===== config.mk =====
export PLATFORM = sky130hd
export DESIGN_NAME = stream_mux
export DESIGN_NICKNAME = d
export VERILOG_FILES = /design/src/rtl/stream_mux.sv
export SDC_FILE = /design/constraint.sdc
export NUM_CORES = 1
export LEC_CHECK = 0
export BUFFER_PORTS_ARGS = -buffer_cell sky130_fd_sc_hd__buf_2
export CAP_MARGIN = 20
export CORE_MARGIN = 2
export CORE_UTILIZATION = 43
export DETAILED_ROUTE_END_ITERATION = 8
export PLACE_DENSITY = 0.79
export SLEW_MARGIN = 5
export SYNTH_ARGS = -nofsm -noshare
export SYNTH_HDL_FRONTEND = slang
export SYNTH_SLANG_ARGS = --single-unit

===== constraint.sdc =====
create_clock -name CLK -period 1.73 [get_ports CLK]
set_input_delay 0.346 -clock CLK [delete_from_list [all_inputs] [get_ports CLK]]
set_output_delay 0.346 -clock CLK [all_outputs]
set_load 0.01 [all_outputs]

===== src/rtl/stream_mux.sv =====
// Two-source packet stream multiplexer: round-robin arbitration between A and B,
// packet locking until LAST, and a single registered output stage tagged with its source.
module stream_mux #(
  parameter int WIDTH = 16
) (
  input  logic             CLK,
  input  logic             RESET,
  input  logic [WIDTH-1:0] A_DATA,
  input  logic             A_LAST,
  input  logic             A_VALID,
  output logic             A_READY,
  input  logic [WIDTH-1:0] B_DATA,
  input  logic             B_LAST,
  input  logic             B_VALID,
  output logic             B_READY,
  output logic [WIDTH-1:0] OUT_DATA,
  output logic             OUT_LAST,
  output logic             OUT_SEL,
  output logic             OUT_VALID,
  input  logic             OUT_READY,
  output logic [1:0]       dbg_state,
  output logic             dbg_prio
);

  // Handshake: a beat moves on any port when VALID and READY are both high at a
  // rising CLK edge; a source holds DATA/LAST stable while VALID is high and READY low.

  typedef enum logic [1:0] {
    IDLE   = 2'd0,
    LOCK_A = 2'd1,
    LOCK_B = 2'd2
  } state_t;

  state_t state, state_next;
  logic   prio, prio_next;
  logic   load;
  logic   grant_a, grant_b;
  logic   take_a, take_b;

  // The output register can accept a beat when it is empty or drains this cycle.
  assign load = !OUT_VALID || OUT_READY;

  always_comb begin
    grant_a = 1'b0;
    grant_b = 1'b0;
    case (state)
      IDLE: begin
        if (A_VALID && (!B_VALID || !prio)) begin
          grant_a = 1'b1;
        end else if (B_VALID) begin
          grant_b = 1'b1;
        end
      end
      LOCK_A:  grant_a = 1'b1;
      LOCK_B:  grant_b = 1'b1;
      default: begin
        grant_a = 1'b0;
        grant_b = 1'b0;
      end
    endcase
  end

  assign A_READY = load && grant_a && !RESET;
  assign B_READY = load && grant_b && !RESET;
  assign take_a  = A_VALID && A_READY;
  assign take_b  = B_VALID && B_READY;

  // Lock on a non-LAST beat; on LAST return to IDLE and favour the other source.
  always_comb begin
    state_next = state;
    prio_next  = prio;
    if (take_a) begin
      if (A_LAST) begin
        state_next = IDLE;
        prio_next  = 1'b1;
      end else begin
        state_next = LOCK_A;
      end
    end else if (take_b) begin
      if (B_LAST) begin
        state_next = IDLE;
        prio_next  = 1'b0;
      end else begin
        state_next = LOCK_B;
      end
    end
  end

  always_ff @(posedge CLK or posedge RESET) begin
    if (RESET) begin
      state <= IDLE;
      prio  <= 1'b0;
    end else begin
      state <= state_next;
      prio  <= prio_next;
    end
  end

  // Payload fields only change on a load, so they hold after the beat drains.
  always_ff @(posedge CLK or posedge RESET) begin
    if (RESET) begin
      OUT_DATA  <= '0;
      OUT_LAST  <= 1'b0;
      OUT_SEL   <= 1'b0;
      OUT_VALID <= 1'b0;
    end else if (take_a) begin
      OUT_DATA  <= A_DATA;
      OUT_LAST  <= A_LAST;
      OUT_SEL   <= 1'b0;
      OUT_VALID <= 1'b1;
    end else if (take_b) begin
      OUT_DATA  <= B_DATA;
      OUT_LAST  <= B_LAST;
      OUT_SEL   <= 1'b1;
      OUT_VALID <= 1'b1;
    end else if (OUT_READY) begin
      OUT_VALID <= 1'b0;
    end
  end

  assign dbg_state = state;
  assign dbg_prio  = prio;

endmodule


---- Word level (Yosys, flattened, before mapping) ----
Index checks and enable logic that the tools add are counted.
storage, ports and cells
  flip-flop bits (word level) ............. 22
  input port bits ......................... 39
  logic and storage cells ................. 49
operators by class
  equal/unequal tests ..................... 3
  muxes and demuxes ....................... 22
  reduce and logical (&&, ||, !) cells .... 18
operator list
  operator                                              count
  2-to-1 mux 16 bit                                     2
  2-to-1 mux 1 bit                                      15
  logical AND 1 bit                                     7
  2-to-1 mux 2 bit                                      3
  logical NOT 1 bit                                     4
  one-hot mux 1 bit (2 select lines)                    2
  nonzero test 2 bit                                    2
  AND reduction 3 bit                                   1
  nonzero test 3 bit                                    1
  equality test 2 x 1 -> 1 bit (second input constant)  1
  equality test 2 bit (second input constant)           1
  logical NOT 2 bit                                     1
  logical OR 1 bit                                      2
  != test 2 bit (second input constant)                 1

---- Longest topological paths before layout ----
Gate-level depths: netlist of run 1.
  depth in word-level cells ............... 10
  mapped depth ............................ 6
  depth with buffers taken out ............ 4

---- Worst setup path before layout of run 1 ----
Ideal clock, no wire load.
  path type ............................... reg-to-output
  from .................................... reg OUT_VALID
  to ...................................... out A_READY
  arrival ................................. 1.188 ns
  slack ................................... 0.196 ns
  stages on the path, launching flop included .. 4
  buffers on the path ..................... 0
  cell sequence ........................... dfrtp_1 -> nor2b_1 -> or2_2 -> nor3_1
between the ends
  word-level cells in the longest chain between the ends .. 4
ends and longest elaborated chain
  what                             line  RTL
  start, declared                  19    output logic OUT_VALID,
  start signal, assigned           105   OUT_VALID <= 1'b0;
  start signal, assigned           110   OUT_VALID <= 1'b1;
  start signal, assigned           115   OUT_VALID <= 1'b1;
  logical NOT 1 bit                41    assign load = !OUT_VALID || OUT_READY;
  logical OR 1 bit                 41
  logical AND 1 bit (2 in series)  63    assign A_READY = load && grant_a && !RESET;
  end, declared                    11    output logic A_READY,
Every way passes these cells.

---- Worst setup path after layout of run 1 ----
Same ends and word-level chain as after synthesis.

==> metrics.md, run 1 <==
| Metric | Value |
|---|---|
| Routability cong. | `roughly 0.77` |
| Root buf cell | `clkbuf_4` |
| Post-synthesis compound-gate area fraction | `approximately 17%` |
| Crit path DAT | `~1.3 ns` |
| H-tree levels | `1` |
| Initial Util | `44.50%` |
| Number of vias per cell | `about 5.0` |
| ANT nets after route | `0` |
| Post-synthesis mux area share | `0%` |
| Tcrit/Tclk final | `95.68%` |
| Synth Instances | `125` |
| Die area | `a little under 3000 sq um` |
| Post-Syn Nets | `~160` |
| Final hold violations | `0` |
| Share of layout cells above drive strength 1 | `around 44%` |
| Sink Count | `22` |
| Synth Cell Area | `1082 sq um` |
| Post-synthesis xor/xnor area fraction | `0%` |
| Outcome | `completed` |
| DP HPWL | `1990 um` |
| Crit Path Class | `flip-flop to output pin` |
| WHS | `0.2684 ns` |
| Syn avg cell area | `just under 9 sq um` |
| Slew headroom | `69.33%` |
| Nets@finish | `233` |
| Flop and latch count out of synthesis | `22` |
| Worst-path clk slew | `0.11 ns` |
| Remaining global-route overflow | `0` |
| Max cap viols | `0` |
| Yosys synthesis warning count | `0` |
| DRT iter0 DRCs | `23` |
| Buf+Inv Stages, Crit Path | `1` |
| Largest net degree at the start of global routing | `36` |
| Vias | `1113` |
| Reg2reg setup slack | `around 0.26 ns` |
| Post-synthesis simple-gate area fraction | `27.17%` |
| TritonCTS buffer count | `3` |
| Crit. End Element | `output pin` |
| Post-layout min period | `1.655 ns` |
| Hold crit path type | `input port to flip-flop` |
| Clock latency on the worst-skew pair | `a little under 0.3 ns` |
| CTS tree | `done` |
| Drt pass-1 iters | `4` |
| Core footprint | `2432 sq um` |
| Post-Route Skew | `0.002088 ns` |
| Top cell type's share of synthesized area | `50.87%` |
| Peak Freq | `0.6041 GHz` |
| Power Density | `1553 nW/um^2` |
| Vias in the first global route | `992` |
| Final Max Tran Viols | `0` |
| DRT Wirelength | `2692 um` |
| Die Ht | `54.17 um` |
| Initial antenna violation count | `0` |
| Antenna cells | `0` |
| GRT Util Overall | `between 15 and 20%` |
| Crit Path Max Fanout | `3` |
| Rows | `18` |
| Die Wd | `54.17 um` |
| Port Buf Inserts | `62` |
| Seq/Total Area, Yosys | `50.87%` |
| Leakage | `0.0007525 uW` |
| First-pass GRT wire length | `4153 um` |
| Post-DR wirelength/cell | `12.07 um` |
| Crit path required time | `roughly 1.4 ns` |
| Cell variety after synth | `19` |
| Max IR drop VDD | `848.6 uV` |
| Critical path's slowest cell | `dfrtp_1` |
| Main combinational cell family by area after synthesis | `simple AND/OR/NAND/NOR gates` |
| Crit path largest cell delay | `0.39 ns` |
| Main area contributors after synthesis | `dfrtp_1 51%, nand2_1 13%, a31oi_1 10%, nor2_1 6.2%, a21oi_1 2.8%` |
| RSZ-0062 raised after global routing | `yes` |
| Area Growth Syn to Fin | `40.81%` |
| DR DRC count | `0` |
| Final Setup Violations | `0` |
| Worst slew pin tran | `0.4566 ns` |
| Final core occ | `between 60% and 70%` |
| Area leader, netlist | `dfrtp_1` |
| CTS Buffer Depth | `2` |
| Post-Synth Adder-Cell Area | `0%` |
| Critical Path Source Type | `flip-flop` |
| Worst path top cell family by delay | `simple AND/OR/NAND/NOR gates` |
| Cell chain of the critical path | `nor2b_4, or2_4, nor3_2, buf_2` |
| Num ports | `63` |
-- registers in the layout (all words and copies together), names as in the netlist --
register,cells
OUT_LAST,1
dbg_prio,1
dbg_state,2
OUT_VALID,1
OUT_DATA,16
OUT_SEL,1
-- per-stage QoR --
| step | cells | setup WS [ns] | area, sq um | total power (uW) | setup TNS [ns] |
|---|---|---|---|---|---|
| after global routing | 223 | -0.01060 | 1524 | 2583 | -0.01060 |
| final | 223 | 0.07476 | 1524 | 2367 | 0 |
| after detailed placement | 215 | 0.1694 | 1430 | 2051 | 0 |
| after floorplan | 125 | 0.1957 | 1082 | 1614 | 0 |
| after CTS | 221 | 0.01998 | 1504 | 2348 | 0 |
| after global placement | 215 | 0.2353 | 1430 | 1999 | 0 |
-- kinds of logic after synthesis --
| family | after synthesis |
|---|---|
| simple gates | 67 |
| compound gates | 28 |
| flops | 22 |
| buf+inv | 8 |
-- repair_timing --
item                                    in CTS  in global routing
resized for setup                            5                  2
gates cloned                                 0                  0
pin swaps                                    0                  2
endpoints found under the setup margin       2                  2
hold endpoints to repair                     1                  0
hold buffers                                 1                  0
setup buffers                                1                  2
-- layer usage --
| metal | global-route usage [%] | up-vias | routed length [um] |
|---|---|---|---|
| met2 | 36.14 | 47 | 1296 |
| met4 | 3.333 | 0 | 19 |
| met5 | 0 | - | 0 |
| li1 | - | 559 | - |
| met3 | 4.444 | 2 | 238 |
| met1 | 22.97 | 505 | 1138 |
-- cells in the final DEF, fill, tap and decap left out --
| cell | n |
|---|---|
| a211oi_4 | 1 |
| a21oi_1 | 5 |
| a21oi_2 | 1 |
| a22oi_1 | 1 |
| a31oi_1 | 18 |
| buf_12 | 1 |
| buf_2 | 62 |
| buf_4 | 7 |
| clkbuf_4 | 3 |
| clkbuf_8 | 1 |
| dfrtp_1 | 21 |
| dfrtp_2 | 1 |
| dlygate4sd3_1 | 1 |
| inv_1 | 1 |
| nand2_1 | 37 |
| nand2b_1 | 2 |
| nand2b_4 | 2 |
| nand3b_1 | 1 |
| nor2_1 | 18 |
| nor2b_1 | 1 |
| nor2b_4 | 1 |
| nor3_1 | 1 |
| nor3_2 | 2 |
| o21ai_0 | 1 |
| o2bb2ai_1 | 1 |
| or2_2 | 1 |
| or2_4 | 1 |
-- worst reg2reg max path, delay by kind of cell, from the launching register on --
kind | cells | cell delay (ns)
buffers and inverters | 2 | 0.36
AND/OR/NAND/NOR | 2 | 0.20
AO/OA/AOI/OAI | 2 | 0.43
flip-flops | 1 | 0.39
-- worst paths after layout --
kind | from | to | cells past startpoint
min reg2reg | OUT_DATA[4] | OUT_DATA[4] | 2
max | OUT_VALID | A_READY | 4
min in group asynchronous | RESET | OUT_VALID | 3
min | A_LAST | dbg_state[0] | 2
max in group asynchronous | RESET | dbg_prio | 4
max reg2reg | OUT_VALID | OUT_DATA[1] | 6
-- synth_stat cells (all sizes together) --
library cell and count:
a22oi 1, a211oi 1, dfrtp 22, nand3b 1, buf 7, inv 1, a31oi 18, nand2 37
nor2b 2, o2bb2ai 1, o21ai 1, or2 2, nor3 3, nand2b 4, nor2 18, a21oi 6
-- layout make-up --
cell class | count | area, sq um
sequential | 22 | 551.8
inverter | 1 | 3.754
clock buffer | 4 | 36.28
timing repair buffer | 71 | 392.9
fill | 234 | 908.4
multi-input combinational | 95 | 501.7
tap | 30 | 37.54
-- power by group --
group	leakage [uW]	switching, uW	total (uW)	internal, uW
Sequential	0.000243	153	915	762
Clock	0.0000210	139	267	128
Combinational	0.000489	633	1180	551
Total	0.000753	926	2370	1440
(Power assumes the default switching activity.)
==> run 2, diff against run 1 <==
- PLACE_DENSITY: 0.79 -> 0.89
==> metrics.md, run 2 (synthesis results as in run 1) <==
| Metric | Value |
|---|---|
| Outcome | `completed` |
| H-tree levels | `1 (unchanged)` |
| First-pass GRT wire length | `4133 um (-0.48%)` |
| Reg2reg path depth | `5 (-1)` |
| Top reg by flops | `OUT_DATA` |
| Final core occ | `60.39% (-2.3 points)` |
| Crit path DAT | `1.34 ns (+0.03 ns)` |
| Die area | `2934 sq um (unchanged)` |
| Max cap viols | `0 (unchanged)` |
| Initial antenna violation count | `0 (unchanged)` |
| Final hold violations | `0 (unchanged)` |
| DR DRC count | `0 (unchanged)` |
| Crit. End Element | `output pin` |
| Commonest non-fill, non-tap cell in the layout | `buf_2` |
| Largest net degree at the start of global routing | `27 (-25%)` |
| Leakage | `0.0007281 uW (-3.2%)` |
| RR Startpoint | `dbg_state[0]` |
| Post-DR wirelength/cell | `12.95 um (+7.3%)` |
| Post-Route Skew | `0.0006309 ns (-0.001457 ns)` |
| Antenna cells | `0 (unchanged)` |
| Rows | `18 (unchanged)` |
| Die Wd | `54.17 um (unchanged)` |
| CTS tree | `done` |
| Placed cell count | `215 (unchanged)` |
| Power Density | `1551 nW/um^2 (-0.15%)` |
| Drt pass-1 iters | `4 (unchanged)` |
| CTS Buffer Depth | `2 (unchanged)` |
| Share of layout cells above drive strength 1 | `42.33% (-1.2 points)` |
| FILL cells | `235 (+0.43%)` |
| ANT nets after route | `0 (unchanged)` |
| CP startpoint | `OUT_VALID` |
| Sink Count | `22 (unchanged)` |
| GRT Util Overall | `19.58% (+0.070 points)` |
| Die Ht | `54.17 um (unchanged)` |
| Clock latency on the worst-skew pair | `0.29 ns (about the same)` |
| DP HPWL | `2191 um (+10%)` |
| Num ports | `63 (unchanged)` |
| Final std cells w/o fill | `219 (-1.8%)` |
| Worst-path clk slew | `0.11 ns (about the same)` |
| Reg2reg setup slack | `0.23 ns (-0.03 ns)` |
| Cts hold-fix bufs | `0 (-1)` |
| Crit Path Class | `flip-flop to output pin` |
| Area Growth Syn to Fin | `35.72%` |
| Crit path required time | `1.38 ns (about the same)` |
| Nets@finish | `230 (-1.3%)` |
| Post-layout min period | `1.690 ns (+0.03518 ns)` |
| Root buf cell | `clkbuf_4` |
| Port Buf Inserts | `62 (unchanged)` |
| Worst slew pin tran | `0.3946 ns (-0.06201 ns)` |
| Largest register FFs | `16 (unchanged)` |
| WHS | `0.007166 ns (-0.2612 ns)` |
| RSZ-0062 raised after global routing | `yes` |
| Core footprint | `2432 sq um (unchanged)` |
| Critical Path Source Type | `flip-flop` |
| Max IR drop VDD | `712.3 uV (-16%)` |
| Worst reg2reg path endpoint | `OUT_DATA[9]` |
| Vias | `1100 (-1.2%)` |
| Remaining global-route overflow | `0 (unchanged)` |
| Initial Util | `44.50% (unchanged)` |
| DRT iter0 DRCs | `16 (-30%)` |
| Final Max Tran Viols | `0 (unchanged)` |
| Peak Freq | `0.5916 GHz (-2.1%)` |
| Slew headroom | `73.49% (+4.2 points)` |
| Number of vias per cell | `5.023 (+0.64%)` |
| Routability cong. | `0.8034 (+3.7%)` |
| Final Setup Violations | `0 (unchanged)` |
| TritonCTS buffer count | `3 (unchanged)` |
| Most frequent cells in the layout | `62 x buf_2, 37 x nand2_1, 21 x dfrtp_1` |
| Tcrit/Tclk final | `97.71% (+2.0 points)` |
| Vias in the first global route | `1020 (+2.8%)` |
| DRT Wirelength | `2836 um (+5.3%)` |
| Hold crit path type | `input port to async pin` |
| Crit Path Max Fanout | `5 (+2)` |
-- run 2: metal layers --
layer	GRT usage [%]	part of all wire, %	vias to the layer above
li1	-	-	552
met1	21.59	40	502
met2	37.15	51	42
met3	2.222	7.4	4
met4	8.333	1.6	0
met5	0	0	-
-- run 2: repair_timing --
action,in CTS,in global routing
buffers inserted,0,1
endpoints found under the setup margin,2,2
hold endpoints to repair,0,0
gates resized for setup,5,1
pin swaps,0,3
gates cloned,0,0
-- run 2: cell type report --
| class | count | area, sq um | share of cell area, % |
|---|---|---|---|
| Clock buffer | 3 | 22.52 | 1.533 |
| Inverter | 1 | 3.754 | 0.2555 |
| Multi-Input combinational cell | 95 | 498.0 | 33.90 |
| Sequential cell | 22 | 551.8 | 37.56 |
| Tap cell | 30 | 37.54 | 2.555 |
| Timing Repair Buffer | 68 | 355.3 | 24.19 |
-- run 2: worst max-delay path by stage --
stage	end	depth (start not counted)
after floorplan	A_READY	3
after global placement	B_READY	5
after detailed placement	A_READY	4
after CTS	A_READY	4
after global routing	A_READY	4
final	A_READY	4
-- run 2: critical path: stages (launching register included) --
cell	delay, ns
dfrtp_1	0.40
nor2b_4	0.15
or2_4	0.26
nor3_2	0.10
buf_2	0.14
-- run 2: power by group --
group          switching (uW)  internal (uW)  leakage (uW)
combinational             627            508      0.000472
clock                     140           80.7     0.0000138
sequential                161            762      0.000243
-- run 2: metrics by stage --
stage                     total power, uW  setup WS [ns]  TNS (ns)  area [sq um]
after detailed placement             2047         0.1901         0          1418
after floorplan                      1614         0.1957         0          1082
after CTS                            2277       0.005148         0          1460
after global placement               1991         0.2235         0          1418
after global routing                 2470       -0.04589  -0.07596          1469
final                                2278        0.03958         0          1469
==> run 3, diff against run 2 <==
- BUFFER_PORTS_ARGS: -buffer_cell sky130_fd_sc_hd__buf_2 -> default
- CORE_UTILIZATION: 43 -> 58
- DONT_BUFFER_PORTS: default -> 1
- PLACE_DENSITY: 0.89 -> 0.84
- SLEW_MARGIN: 5 -> 20
==> metrics.md, run 3 (synthesis results as in run 1) <==
| Metric | Value |
|---|---|
| Final core occ | `67.60% (+7.2 points)` |
| Outcome | `completed` |
| Initial Util | `62.01% (+18 points)` |
| Final Setup Violations | `0 (unchanged)` |
| Dpl cell area | `1101 sq um (-22%)` |
| Largest register FFs | `16 (unchanged)` |
| Met2 WL | `1146 um (-21%)` |
| CTS tree | `done` |
| Seq pwr share | `53.0% (+13 points)` |
| Cell chain of the critical path | `nor2b_1, or2_4, nor3_4` |
| Post-Place Worst Slack | `0.1453 ns (-0.04472 ns)` |
| Root buf cell | `clkbuf_4` |
| Commonest non-fill, non-tap cell in the layout | `nand2_1` |
| Leakage | `0.0004964 uW (-32%)` |
| Reg2reg setup slack | `0.21 ns (-0.02 ns)` |
| First-pass GRT wire length | `3229 um (-22%)` |
| Buf+Inv Stages, Crit Path | `0 (-1)` |
| Remaining global-route overflow | `0 (unchanged)` |
| Final Max Tran Viols | `0 (unchanged)` |
| Drt pass-1 iters | `4 (unchanged)` |
| Clk network pwr share | `13.7% (+4.0 points)` |
| GRT Util Overall | `21.22% (+1.6 points)` |
| WL met3 | `202 um (-3.3%)` |
| Max IR drop VDD | `990.1 uV (+39%)` |
| Num ports | `63 (unchanged)` |
| DRT Wirelength | `2313 um (-18%)` |
| Crit. End Element | `output pin` |
| Largest net degree at the start of global routing | `23 (-15%)` |
| RR Startpoint | `OUT_VALID` |
| Critical Path Source Type | `flip-flop` |
| Die area | `2227 sq um (-24%)` |
| Worst hold stages | `1` |
| Comb power frac | `33.3% (-17 points)` |
| Switching portion of total power | `42.18% (+1.5 points)` |
| Die Wd | `47.20 um (-13%)` |
| Routability cong. | `0.7128 (-11%)` |
| Top reg by flops | `OUT_DATA` |
| Max Used Layer | `met4` |
| Vias in the first global route | `750 (-26%)` |
| Crit path largest cell delay | `0.43 ns (+0.03 ns)` |
| WHS | `0.1073 ns (+0.1001 ns)` |
| Crit Path Max Fanout | `3 (-2)` |
| Crit Path Class | `flip-flop to output pin` |
| Hold Startpoint | `B_LAST` |
| Number of vias per cell | `5.778 (+15%)` |
| Post-layout min period | `1.670 ns (-0.02050 ns)` |
| Initial antenna violation count | `0 (unchanged)` |
| Worst-path clk slew | `0.12 ns (about the same)` |
| Area Growth Syn to Fin | `9.017%` |
| Rows | `15 (-3)` |
| Switch Pwr | `874.5 uW (-5.7%)` |
| Setup_tns | `0 ns (unchanged)` |
| Met1 Wirelength | `924 um (-19%)` |
| Crit path DAT | `1.32 ns (-0.02 ns)` |
| Max cap viols | `0 (unchanged)` |
| Most frequent cells in the layout | `37 x nand2_1, 21 x dfrtp_1, 18 x nor2_1, 18 x a31oi_1` |
| Pint | `1199 uW (-11%)` |
| Hold crit path type | `input port to flip-flop` |
| Critical path's slowest cell | `dfrtp_1` |
| Final hold violations | `0 (unchanged)` |
| Sink Count | `22 (unchanged)` |
| Setup bufs post-CTS | `0 (unchanged)` |
| Vias | `884 (-20%)` |
| Nets@finish | `168 (-27%)` |
| Worst path top cell family by delay | `simple AND/OR/NAND/NOR gates` |
| Antenna cells | `0 (unchanged)` |
| ANT nets after route | `0 (unchanged)` |
| Final worst slack | `0.06008 ns (+0.02050 ns)` |
| Post-Route Skew | `0.002574 ns (+0.001943 ns)` |
| Fin area | `1180 sq um (-20%)` |
| Slew headroom | `73.84% (+0.35 points)` |
| TritonCTS buffer count | `3 (unchanged)` |
| Reg2reg path depth | `6 (+1)` |
| Post-DR wirelength/cell | `15.12 um (+17%)` |
| CTS Buffer Depth | `2 (unchanged)` |
| Share of layout cells above drive strength 1 | `14.84% (-27 points)` |
| Tcrit/Tclk final | `96.53% (-1.2 points)` |
| Worst reg2reg path endpoint | `OUT_DATA[12]` |
| Core footprint | `1745 sq um (-28%)` |
| DRT iter0 DRCs | `22 (+6)` |
| Worst slew pin tran | `0.3894 ns (-0.005143 ns)` |
| Hold endpoint | `dbg_state[1]` |
| H-tree levels | `1 (unchanged)` |
| DR DRC count | `0 (unchanged)` |
| RSZ-0062 raised after global routing | `yes` |
| Port Buf Inserts | `0 (-100%)` |
| Crit path required time | `1.38 ns (about the same)` |
| Peak Freq | `0.5988 GHz (+1.2%)` |
| Clock latency on the worst-skew pair | `0.31 ns (+0.02 ns)` |
| Power Density | `1757 nW/um^2 (+13%)` |
| Die Ht | `47.20 um (-13%)` |
run 3: worst register-to-register path: cells and delay by family (launching register included):
| family | cells | cell delay, ns |
|---|---|---|
| AOI/OAI and AO/OA | 2 | 0.38 |
| buffers and inverters | 2 | 0.42 |
| and+or+nand+nor | 2 | 0.23 |
| DFF | 1 | 0.43 |
run 3: per-stage QoR:
stage,total power [uW],std cells
6_report,2073,153
5_1_grt,2232,153
4_1_cts,2082,153
3_5_place_dp,1752,148
3_3_place_gp,1699,148
2_1_floorplan,1614,125
run 3: power by group through the flow:
stage | Combinational, uW | Sequential (uW) | Clock (uW)
floorplan | 575 | 1040 | 0
global placement | 617 | 1080 | 0
detailed placement | 654 | 1100 | 0
CTS | 689 | 1100 | 292
global route | 775 | 1140 | 314
finish | 690 | 1100 | 284
run 3: final cells by class:
type | count | area [sq um]
Clock buffer | 4 | 36.28
Timing Repair Buffer | 6 | 47.55
Tap cell | 25 | 31.28
Sequential cell | 22 | 551.8
Fill cell | 149 | 565.5
Multi-Input combinational cell | 95 | 509.2
Inverter | 1 | 3.754
run 3: worst max path at each step:
stage,from,endpoint,slack (ns),cells after the start
6_report,OUT_VALID,B_READY,0.06,3
5_1_grt,OUT_VALID,B_READY,-0.007,3
4_1_cts,dbg_state[1],OUT_DATA[12],0.02,4
3_5_place_dp,dbg_state[1],OUT_DATA[12],0.15,4
3_3_place_gp,OUT_VALID,A_READY,0.22,3
2_1_floorplan,OUT_VALID,A_READY,0.20,3
run 3: what timing repair did:
| action | in CTS | in global routing |
|---|---|---|
| endpoints found under the setup margin | 2 | 18 |
| pin swaps | 2 | 0 |
| gates resized for setup | 6 | 2 |
| hold endpoints to repair | 9 | 0 |
| hold buffers | 1 | 0 |
run 3: metal layers:
layer  up-vias  GRT usage, %
met1       401         23.49
met2        50         38.36
met3         6         4.615
li1        427             -
met5         -             0
met4         0         10.00
